## config.mk

```make
export PLATFORM = sky130hd
export DESIGN_NAME = event_capture_8
export DESIGN_NICKNAME = d
export VERILOG_FILES = /design/src/rtl/event_capture_8.sv
export SDC_FILE = /design/constraint.sdc
export NUM_CORES = 1
export LEC_CHECK = 0
export CAP_MARGIN = 20
export CORE_MARGIN = 5
export CORE_UTILIZATION = 56
export DETAILED_ROUTE_END_ITERATION = 7
export PLACE_DENSITY_LB_ADDON = 0.08
export RECOVER_POWER = 50
export SYNTH_ARGS = -nofsm -noshare
export SYNTH_HDL_FRONTEND = slang
export SYNTH_SLANG_ARGS = --single-unit
```

## constraint.sdc

```tcl
create_clock -name clk -period 5.8 [get_ports clk]
set_clock_uncertainty 0.2 [all_clocks]
set_input_delay 1.74 -clock clk [delete_from_list [all_inputs] [get_ports clk]]
set_output_delay 1.74 -clock clk [all_outputs]
set_load 0.005 [all_outputs]
```

## src/rtl/event_capture_8.sv

```systemverilog
// Event capture ahead of the 8-to-3 encoder: synchronizes eight request lines,
// queues their rising edges and hands them out one-hot, round-robin, over valid/ready.
module event_capture_8 #(
  parameter int SYNC_STAGES = 2
) (
  input  logic       clk,
  input  logic       rst,
  input  logic [7:0] in,
  output logic [7:0] d,
  output logic       valid,
  input  logic       ready,
  output logic [7:0] pending,
  output logic       overflow
);

  logic [7:0] sync_q [SYNC_STAGES];
  logic [7:0] sync_d [SYNC_STAGES];
  logic [7:0] prev_q, prev_d;
  logic [7:0] pending_q, pending_d;
  logic [7:0] d_q, d_d;
  logic       valid_q, valid_d;
  logic       overflow_q, overflow_d;
  logic [2:0] ptr_q, ptr_d;

  logic [7:0] sync_out;
  logic [7:0] rise;
  logic       slot_free;
  logic       load;
  logic       sel_found;
  logic [2:0] sel_idx;
  logic [2:0] idx;
  logic [7:0] sel_onehot;
  logic [7:0] clr;

  always_comb begin
    sync_d[0] = in;
    for (int s = 1; s < SYNC_STAGES; s++) begin
      sync_d[s] = sync_q[s-1];
    end
  end

  assign sync_out = sync_q[SYNC_STAGES-1];
  assign rise     = sync_out & ~prev_q;
  assign prev_d   = sync_out;

  // First pending line at or above ptr, wrapping; only registered pending is considered.
  always_comb begin
    sel_found = 1'b0;
    sel_idx   = ptr_q;
    idx       = '0;
    for (int j = 0; j < 8; j++) begin
      idx = ptr_q + 3'(j);
      if (!sel_found && pending_q[idx]) begin
        sel_found = 1'b1;
        sel_idx   = idx;
      end
    end
  end

  assign sel_onehot = 8'h01 << sel_idx;
  assign slot_free  = ~valid_q | ready;
  assign load       = slot_free & sel_found;
  assign clr        = load ? sel_onehot : 8'h00;

  always_comb begin
    d_d        = d_q;
    valid_d    = valid_q;
    ptr_d      = ptr_q;
    // Set wins over clear; a fresh edge on an already-pending line is a lost event,
    // unless that same line is being handed out this cycle.
    pending_d  = (pending_q & ~clr) | rise;
    overflow_d = overflow_q | (|(rise & pending_q & ~clr));
    if (slot_free) begin
      if (load) begin
        d_d     = sel_onehot;
        valid_d = 1'b1;
        ptr_d   = sel_idx + 3'd1;
      end else begin
        d_d     = 8'h00;
        valid_d = 1'b0;
      end
    end
  end

  always_ff @(posedge clk) begin
    if (rst) begin
      for (int s = 0; s < SYNC_STAGES; s++) begin
        sync_q[s] <= '0;
      end
      prev_q     <= '0;
      pending_q  <= '0;
      d_q        <= '0;
      valid_q    <= 1'b0;
      overflow_q <= 1'b0;
      ptr_q      <= '0;
    end else begin
      for (int s = 0; s < SYNC_STAGES; s++) begin
        sync_q[s] <= sync_d[s];
      end
      prev_q     <= prev_d;
      pending_q  <= pending_d;
      d_q        <= d_d;
      valid_q    <= valid_d;
      overflow_q <= overflow_d;
      ptr_q      <= ptr_d;
    end
  end

  assign d        = d_q;
  assign valid    = valid_q;
  assign pending  = pending_q;
  assign overflow = overflow_q;

endmodule

```

== After elaboration in Yosys (flattened, before gate mapping) ==
Memory sizes are Yosys's and may differ from the RTL's.
Cells that the tools add are included.
Widths: inputs -> output; s select.

* Input port bits: 11
* Word-level logic and storage cells: 91
* Output and inout port bits: 18
* Memory bits (writable): 16
* Memories kept: 1
* Flip-flop bits (word level): 29

* Add/subtract/negate cells: 8
* Reduce and logical (&&, ||, !) cells: 16
* Bitwise logic cells: 13
* Shifts and indexed selects: 1
* $lt $le $gt $ge: 8
* Multiplexer cells: 38

{| class="wikitable"
|+ Memories
! memory !! depth !! width !! read ports !! clocked after Yosys merged registers in !! wr ports !! RTL line !! RTL
|-
| sync_q || 2 || 8 || 2 || 0 || 2 || 16 || <nowiki>logic [7:0] sync_q [SYNC_STAGES];</nowiki>
|}

{| class="wikitable"
|+ Operator list
! operator !! number
|-
| $and 8x8->8 || 4
|-
| $lt 3x4->1 const B || 8
|-
| $bmux 1 s3 || 8
|-
| $mux 8 || 3
|-
| $mux 3 || 7
|-
| $mux 1 || 20
|-
| $not 8->8 || 2
|-
| $add 3x3->3 const B || 4
|-
| $or 8x8->8 || 1
|-
| $reduce_or 8->1 || 1
|-
| $shl 1x3->8 const A || 1
|-
| $logic_and 1x1->1 || 7
|-
| $logic_not 1->1 || 7
|-
| $add 3x1->3 const B || 2
|-
| $add 3x2->3 const B || 2
|-
| $or 1x1->1 || 4
|-
| $reduce_and 2->1 || 1
|-
| $and 1x1->1 || 1
|-
| $not 1->1 || 1
|}

== Depth between registers and ports, before layout ==
Gate-level depths: netlist of the first run.

* Depth after elaboration: 30
* Mapped depth: 20
* Depth with buffers taken out: 18

== Worst setup path before layout of the first run ==
No wires, ideal clock.

* Path kind: reg-to-reg
* Start point: reg ptr_q[1]
* End point: reg overflow_q (netlist: overflow)
* Buffers on the path: 2
* Data required time: 5.467 ns
* Library setup time: 0.133 ns
* Period minus slack after synthesis: 4.317 ns
* Arrival: 3.984 ns
* Setup slack: 1.483 ns
* Cell stages (with the launch flop): 20
* Cells stage by stage: dfxtp_1 > buf_2 > inv_1 > ha_1 > buf_6 > mux4_2 > mux2_4 > or3_4 > o21bai_1 > a21oi_1 > o21a_1 > ha_1 > ha_1 > nor2_1 > nor4_1 > nand3b_1 > a21o_1 > a31o_2 > a21oi_1 > a31oi_1

* Word-level cells in the longest chain between the ends: 30
* Elaborated cells between the ends (all ways): 59
* Those cells by class: add/sub (7); shift (1); mux (32); bitwise (4); reduce/logical (15)

{| class="wikitable"
|+ RTL lines
! element !! RTL line !! RTL
|-
| start, declared || 23 || <nowiki>logic [2:0] ptr_q, ptr_d;</nowiki>
|-
| start signal, assigned || 105 || <nowiki>ptr_q <= ptr_d;</nowiki>
|-
| branches (longest 25 deep; another with $add 3x1->3) || -- ||
|-
| $mux 8 * || 63 || <nowiki>assign clr = load ? sel_onehot : 8'h00;</nowiki>
|-
| $not 8->8 * || 72 || <nowiki>overflow_d = overflow_q | (|(rise & pending_q & ~clr));</nowiki>
|-
| $and 8x8->8 * || 72 ||
|-
| $reduce_or 8->1 * || 72 ||
|-
| $or 1x1->1 * || 72 ||
|-
| end signal, assigned || 104 || <nowiki>overflow_q <= overflow_d;</nowiki>
|-
| end, declared || 22 || <nowiki>logic overflow_q, overflow_d;</nowiki>
|}

Every way passes the cells marked *. The select of a mux whose other input is x is not followed.
A chain may end at the register's enable or synchronous reset.

== Worst setup path in the final report of the first run ==
* Start point: reg ptr_q[0]
* End point: reg overflow_q (netlist: overflow)

Same word-level chain as after synthesis.

==> flow_summary_export.csv, run 1 <==
group,metric,value,unit
die,num_rows,24,
timing,final_hold_viol_count,0,
routing,drc,0,
synthesis,synthMuxAreaShare,16.0,%
timing,period_share,84.3,%
die,ioPinCount,29,
synthesis,yosys.area_share.adder,3.90,%
pwr,p_seq_share,26.0,%
synthesis,synth_cells,272,
pwr,total_power,1520,uW
routing,wl_per_cell,16.7,um
final_layout,finish.utilization,67.7,%
outcome,violations,"capacitance limit, slew limit",
worst_setup_path,r2r_setup_slack,0.91,ns
pwr,clkPwrFrac,15.2,%
placement,post-place-ws,1.04,ns
synthesis,synth.avg_cell_area,9.44,sq um
cts,cts.clk_slew.worst_paths,0.09,ns
pwr,p_sw,649,uW
placement,place_inst,344,
synthesis,synth_compound_area_share,16.3,%
cts,clk_latency,0.30,ns
routing,antenna_left,0,
timing,setup_slack,0.912,ns
synthesis,ys_warn_count,0,
synthesis,synth_cell_type_count,53,
placement,io_buffers,28,
final_layout,final_cells,352,
pwr,p_int,874,uW
worst_setup_path,worst-setup-path-type,"flop to flop",
final_layout,multi_input_area,1570,sq um
timing,finalMaxSlewViolations,45,
final_layout,n_antenna_cell,0,
worst_setup_path,critPathMaxFanout,13,
placement,dpl.hpwl,4220,um
die,dieArea,6040,sq um
synthesis,async_flop_share,0,%
pwr,leakage,0.00114,uW
pwr,swShare,42.6,%
final_layout,nets,318,
final_layout,fill_cells,366,
worst_setup_path,arrival,4.80,ns
timing,period_needed,4.89,ns
global_routing,grt_pass1_wl,9890,um
routing,dr.pass1.iters,4,
die,start_util,58.2,%
timing,setup_tns,0,ns
cts,cts_tree,"yes",
routing,vias_per_cell,6.11,
synthesis,ys_ff_latch,45,
worst_setup_path,worst_ep_required_time,5.71,ns
worst_setup_path,critPathLaunchType,"flop",
cts,post_cts_buffers,0,
worst_setup_path,path_cells,"buf_4 -> inv_1 -> ha_1 -> mux4_2 -> mux2_1 -> a31oi_1 -> o21ai_0 -> a21oi_1 -> xnor2_1 -> inv_1 -> ha_1 -> ha_1 -> nor2_1 -> nor4_1 -> nand3b_1 -> a21o_1 -> a31o_2 -> a21oi_1 -> a31oi_1",
synthesis,synth_flop_cell,"dfxtp_1",
global_routing,first_global_vias,1998,
worst_setup_path,max_stage_delay,0.66,ns
global_routing,grt_max_degree,45,
worst_setup_path,worst_setup_path_end_kind,"flop",
worst_setup_path,crit_slowest_cell,"ha_1",
flow_run,cap_violations,1,
pwr,pwr_density_cell,509,nW/um^2
worst_setup_path,r2r-start,"ptr_q[0]",
min_path,hp-class,"flop to flop",
final_layout,area_growth_syn_to_layout,16.4,%
cts,cts_resized,0,
placement,place_congestion,0.929,
die,die_y,77.7,um
cts,cts-root-buf,"clkbuf_8",
cts,ctsHtreeMaxLevel,2,
timing,setup_violations,0,
pwr,power_frac_comb,58.8,%
cts,ctsLongestPathBuffers,2,
synthesis,synth_top_family_by_area,"simple AND/OR/NAND/NOR gates",
timing,slew_headroom,-17.5,%
final_layout,final_common_cell,"dfxtp_1",
worst_setup_path,worstSetupStartpoint,"ptr_q[0]",
synthesis,synth_xor_area_share,1.70,%
die,coreArea,4410,sq um
timing,rsz0062_at_grt,"no",
cts,cts_buffers,5,
final_layout,final_cell_mix,"dfxtp_1 (45), nor2b_1 (29), a21oi_1 (23), nand2_1 (22), clkdlybuf4s50_1 (20)",
routing,wirelength,5870,um
synthesis,ys_seq_area_share,35.1,%
final_layout,seq_area,901,sq um
timing,fmax,0.205,GHz
die,fp.dieW,77.7,um
timing,tightest_slew,1.76,ns
synthesis,syn_area,2570,sq um
synthesis,synth_edf_count,0,
routing,drt_iter0_markers,188,
cts,cts.sinks,45,
min_path,min_from,"sync_q[0][7]",
global_routing,grt_antenna_before_repair,0,
pwr,ir_drop,293,uV
global_routing,grt_remaining_overflow,0,
routing,vias,2150,
global_routing,track_usage,20.0,%
cts,ctsHoldBuffers,0,
worst_setup_path,cp_common_cell,"ha_1",
outcome,outcome,"finished with violations",
synthesis,synth-simple-area-share,23.2,%
synthesis,syn-num-nets,291,
final_layout,layout-drive-gt1-share,11.3,%
-- cell type report --
cell class	count	area share, %
clock buffer	6	2.43
inverter	10	1.26
tap	52	2.18
sequential	45	30.1
timing repair buffer	32	10.3
multi-input combinational	205	52.5
clock inverter	2	1.30
-- kinds of logic (layout without fill, tap and decap cells) --
logic type               Yosys count  in the layout
AND/OR/NAND/NOR                  103            103
AO/OA/AOI/OAI                     64             64
flip-flops                        45             45
multiplexers                      25             25
buffers and inverters             22             50
adder cells (fa/ha/maj)            8              8
XOR/XNOR                           5              5
-- sequential cells by signal (all words and copies together), names as in the netlist --
register / cells
pending: 8
overflow: 1
sync_q: 16
prev_q: 8
valid: 1
ptr_q: 3
d: 8
-- synthesized netlist by cell type (all sizes together) (2+ instances only) --
| cell | number | area share, % |
|---|---|---|
| mux2 | 5 | 2.3 |
| a21o | 2 | 0.58 |
| nor2 | 14 | 2.1 |
| nand3b | 8 | 2.3 |
| inv | 10 | 1.5 |
| a21oi | 23 | 4.5 |
| o41ai | 2 | 0.68 |
| o21ai | 15 | 2.9 |
| a211oi | 2 | 0.58 |
| ha | 8 | 3.9 |
| mux4 | 12 | 11 |
| nand3 | 4 | 0.78 |
| a31oi | 3 | 0.73 |
| and2 | 3 | 0.73 |
| nor4 | 3 | 0.73 |
| nand2 | 22 | 3.2 |
| or4 | 3 | 0.88 |
| a31o | 4 | 1.4 |
| nor2b | 29 | 7.1 |
| xnor2 | 3 | 1.0 |
| nor3 | 2 | 0.83 |
| o21a | 2 | 0.58 |
| nand2b | 7 | 1.7 |
| nor3b | 2 | 0.58 |
| mux2i | 8 | 3.1 |
| o22ai | 2 | 0.73 |
| dfxtp | 45 | 35 |
| xor2 | 2 | 0.68 |
| clkbuf | 9 | 1.3 |
| buf | 3 | 1.1 |
-- final timing paths --
path | to | cells after the start
setup reg to reg | overflow | 19
hold reg to reg | sync_q[0][15] | 1
hold / removal | sync_q[0][15] | 1
setup / recovery | overflow | 19
-- per-layer routing --
metal	up-vias	share of wire [%]	global-route usage, %
li1	1036	-	-
met1	1033	48	30.1
met2	75	45	28.9
met3	6	6.3	3.70
met4	0	1.4	6.19
met5	-	0	0
-- metrics by stage --
stage | hold WS, ns | area, sq um
finish | 0.235 | 2990
global route | 0.247 | 2990
CTS | 0.237 | 2990
detailed placement | 0.220 | 2880
global placement | 0.216 | 2880
floorplan | 0.214 | 2570
-- power groups by stage --
stage / clock [uW] / sequential, uW / combinational [uW]
global route: 253 / 404 / 991
CTS: 235 / 396 / 892
finish: 231 / 396 / 895
floorplan: 0 / 391 / 682
detailed placement: 0 / 403 / 885
global placement: 0 / 402 / 879
-- worst max-delay path, delay by kind of cell (launching register included) --
kind | cells | cell delay (ns)
compound gates | 7 | 1.08
xor+xnor | 1 | 0.13
fa+ha+maj | 3 | 1.02
buf+inv | 3 | 0.51
flops | 1 | 0.31
mux | 2 | 1.05
simple gates | 3 | 0.40
Power figures use the tool's default switching activity.
==> run 2: changes to the inputs <==
--- a/config.mk
+++ b/config.mk
@@ -7,7 +7,7 @@
 export LEC_CHECK = 0
 export CAP_MARGIN = 20
 export CORE_MARGIN = 5
-export CORE_UTILIZATION = 56
+export CORE_UTILIZATION = 51
 export DETAILED_ROUTE_END_ITERATION = 7
 export PLACE_DENSITY_LB_ADDON = 0.08
 export RECOVER_POWER = 50
==> constraint.sdc (replaced) <==
create_clock -name clk -period 4.49 [get_ports clk]
set_clock_uncertainty 0.2 [all_clocks]
set_input_delay 1.347 -clock clk [delete_from_list [all_inputs] [get_ports clk]]
set_output_delay 1.347 -clock clk [all_outputs]
set_load 0.005 [all_outputs]
==> run 2 against run 1 <==
The flow now finishes without violations. Register-to-register slack got worse by 0.63 ns. Global-route usage is 0.28 points lower. First-iteration DRC count shrank 1.6%. Worst hold slack improved by 0.0033 ns. Sequential power is 29% higher. Non-clock buffer count grew 6.
==> flow_summary_export.csv, run 2 (synthesized netlist as in run 1, its figures left out) <==
group,metric,value,unit
routing,antenna_left,0,
global_routing,met3_usage,3.99,%
timing,setup_tns,0,ns
final_layout,n_antenna_cell,0,
worst_setup_path,worst_setup_path_end_kind,"flop",
timing,rsz0062_at_grt,"no",
outcome,outcome,"finished clean",
worst_setup_path,critPathMaxFanout,17,
final_layout,final_cell_mix,"dfxtp_1 (45), nor2b_1 (29), a21oi_1 (23), nand2_1 (22), clkdlybuf4s50_1 (20)",
cts,cts.sinks,45,
timing,final_hold_viol_count,0,
die,dieArea,6560,sq um
cts,ctsLongestPathBuffers,2,
placement,io_buffers,28,
die,die_y,81.0,um
pwr,p_int,1240,uW
placement,place_congestion,0.944,
worst_setup_path,worst_ep_required_time,4.47,ns
min_path,hp-class,"flop to flop",
global_routing,grt-busiest-layer,"met2",
cts,cts_buffers,5,
worst_setup_path,arrival,4.20,ns
global_routing,grt_max_degree,28,
pwr,p_sw,880,uW
pwr,ir_drop,399,uV
die,ioPinCount,29,
die,coreArea,4820,sq um
global_routing,grt_pass1_wl,10100,um
final_layout,largest_reg_flops,16,
timing,finalMaxSlewViolations,0,
final_layout,final_common_cell,"dfxtp_1",
worst_setup_path,worst-setup-path-type,"flop to flop",
pwr,leakage,0.00119,uW
flow_run,cap_violations,0,
cts,cts-root-buf,"clkbuf_8",
placement,dpl.hpwl,4350,um
routing,vias_per_cell,5.77,
global_routing,track_usage,19.7,%
die,fp.dieW,81.0,um
cts,cts_tree,"yes",
global_routing,grt_antenna_before_repair,0,
final_layout,nets,324,
cts,cts.clk_slew.worst_paths,0.09,ns
final_layout,layout-drive-gt1-share,14.4,%
timing,fmax,0.237,GHz
pwr,clkPwrFrac,17.1,%
cts,ctsHtreeMaxLevel,2,
die,num_rows,25,
routing,wl_per_cell,16.1,um
timing,setup_violations,0,
timing,slew_headroom,54.5,%
worst_setup_path,critPathLaunchType,"flop",
pwr,swShare,41.5,%
routing,drt_iter0_markers,185,
timing,period_needed,4.21,ns
routing,vias,2154,
pwr,p_seq_share,24.0,%
final_layout,finish.utilization,64.7,%
final_layout,regMostFlops,"sync_q",
die,start_util,53.3,%
global_routing,grtUsageMet2,31.5,%
pwr,power_frac_comb,58.9,%
routing,dr.pass1.iters,5,
cts,clk_latency,0.30,ns
timing,tightest_slew,0.681,ns
pwr,pwr_density_cell,681,nW/um^2
global_routing,grt_use_met1,26.7,%
routing,wirelength,6020,um
final_layout,area_growth_syn_to_layout,21.3,%
routing,drc,0,
global_routing,first_global_vias,1983,
global_routing,grt_remaining_overflow,0,
timing,period_share,93.8,%
-- run 2: cell count changes in the layout (fill, tap and decap cells not counted), sizes merged --
cell    before  now
clkinv       1    0
clkbuf       7    5
bufinv       1    2
buf          3   10
inv         10   11
-- run 2: what timing repair did --
action,4_1_cts,5_1_grt
resized for setup,0,3
hold buffers,0,0
buffers inserted,0,3
endpoints found under the setup margin,0,1
-- run 2: worst paths after layout --
| kind | cells after the start | slack (ns) | startpoint | end |
|---|---|---|---|---|
| max | 15 | 0.28 | ptr_q[2] | overflow |
| min | 1 | 0.24 | sync_q[0][5] | sync_q[0][13] |
| max reg2reg | 15 | 0.28 | ptr_q[2] | overflow |
| min reg2reg | 1 | 0.24 | sync_q[0][5] | sync_q[0][13] |
-- run 2: stage by stage --
step	hold WS (ns)	power [uW]	cells	setup WS (ns)	cell area (sq um)
2_1_floorplan	0.214	1390	272	0.173	2570
3_3_place_gp	0.216	1690	362	0.329	2940
3_5_place_dp	0.220	1700	362	0.228	2940
4_1_cts	0.241	2080	370	0.148	3070
5_1_grt	0.263	2290	373	0.0197	3120
6_report	0.238	2120	373	0.278	3120
-- run 2: routing by layer --
metal	part of all wire (%)	wire [um]
met4	0.91	55
met5	0	0
met3	6.3	380
met1	45	2700
met2	48	2890
-- run 2: critical path, stage by stage, from the launching register on --
cell and delay [ns]:
dfxtp_1 0.53, xnor2_1 0.63, mux2_4 0.38, or3_4 0.43, o21bai_1 0.17, a21oi_1 0.18
o21a_1 0.20, ha_1 0.20, ha_1 0.17, nor2_1 0.06, nor4_1 0.22, nand3b_1 0.12
a21o_1 0.18, a31o_2 0.21, a21oi_1 0.12, a31oi_1 0.09
-- run 2: power by group through the flow --
stage,clock network [uW],registers (uW),logic [uW]
2_1_floorplan,0,506,881
3_3_place_gp,0,518,1170
3_5_place_dp,0,519,1180
4_1_cts,371,509,1200
5_1_grt,390,519,1380
6_report,363,510,1250
-- run 2: final cells by class --
| cell class | instances | area [sq um] |
|---|---|---|
| Timing Repair Buffer | 38 | 368 |
| Sequential cell | 45 | 901 |
| Clock inverter | 3 | 68.8 |
| Multi-Input combinational cell | 205 | 1590 |
| Clock buffer | 5 | 68.8 |
| Fill cell | 418 | 1700 |
| Tap cell | 67 | 83.8 |
| Inverter | 10 | 37.5 |
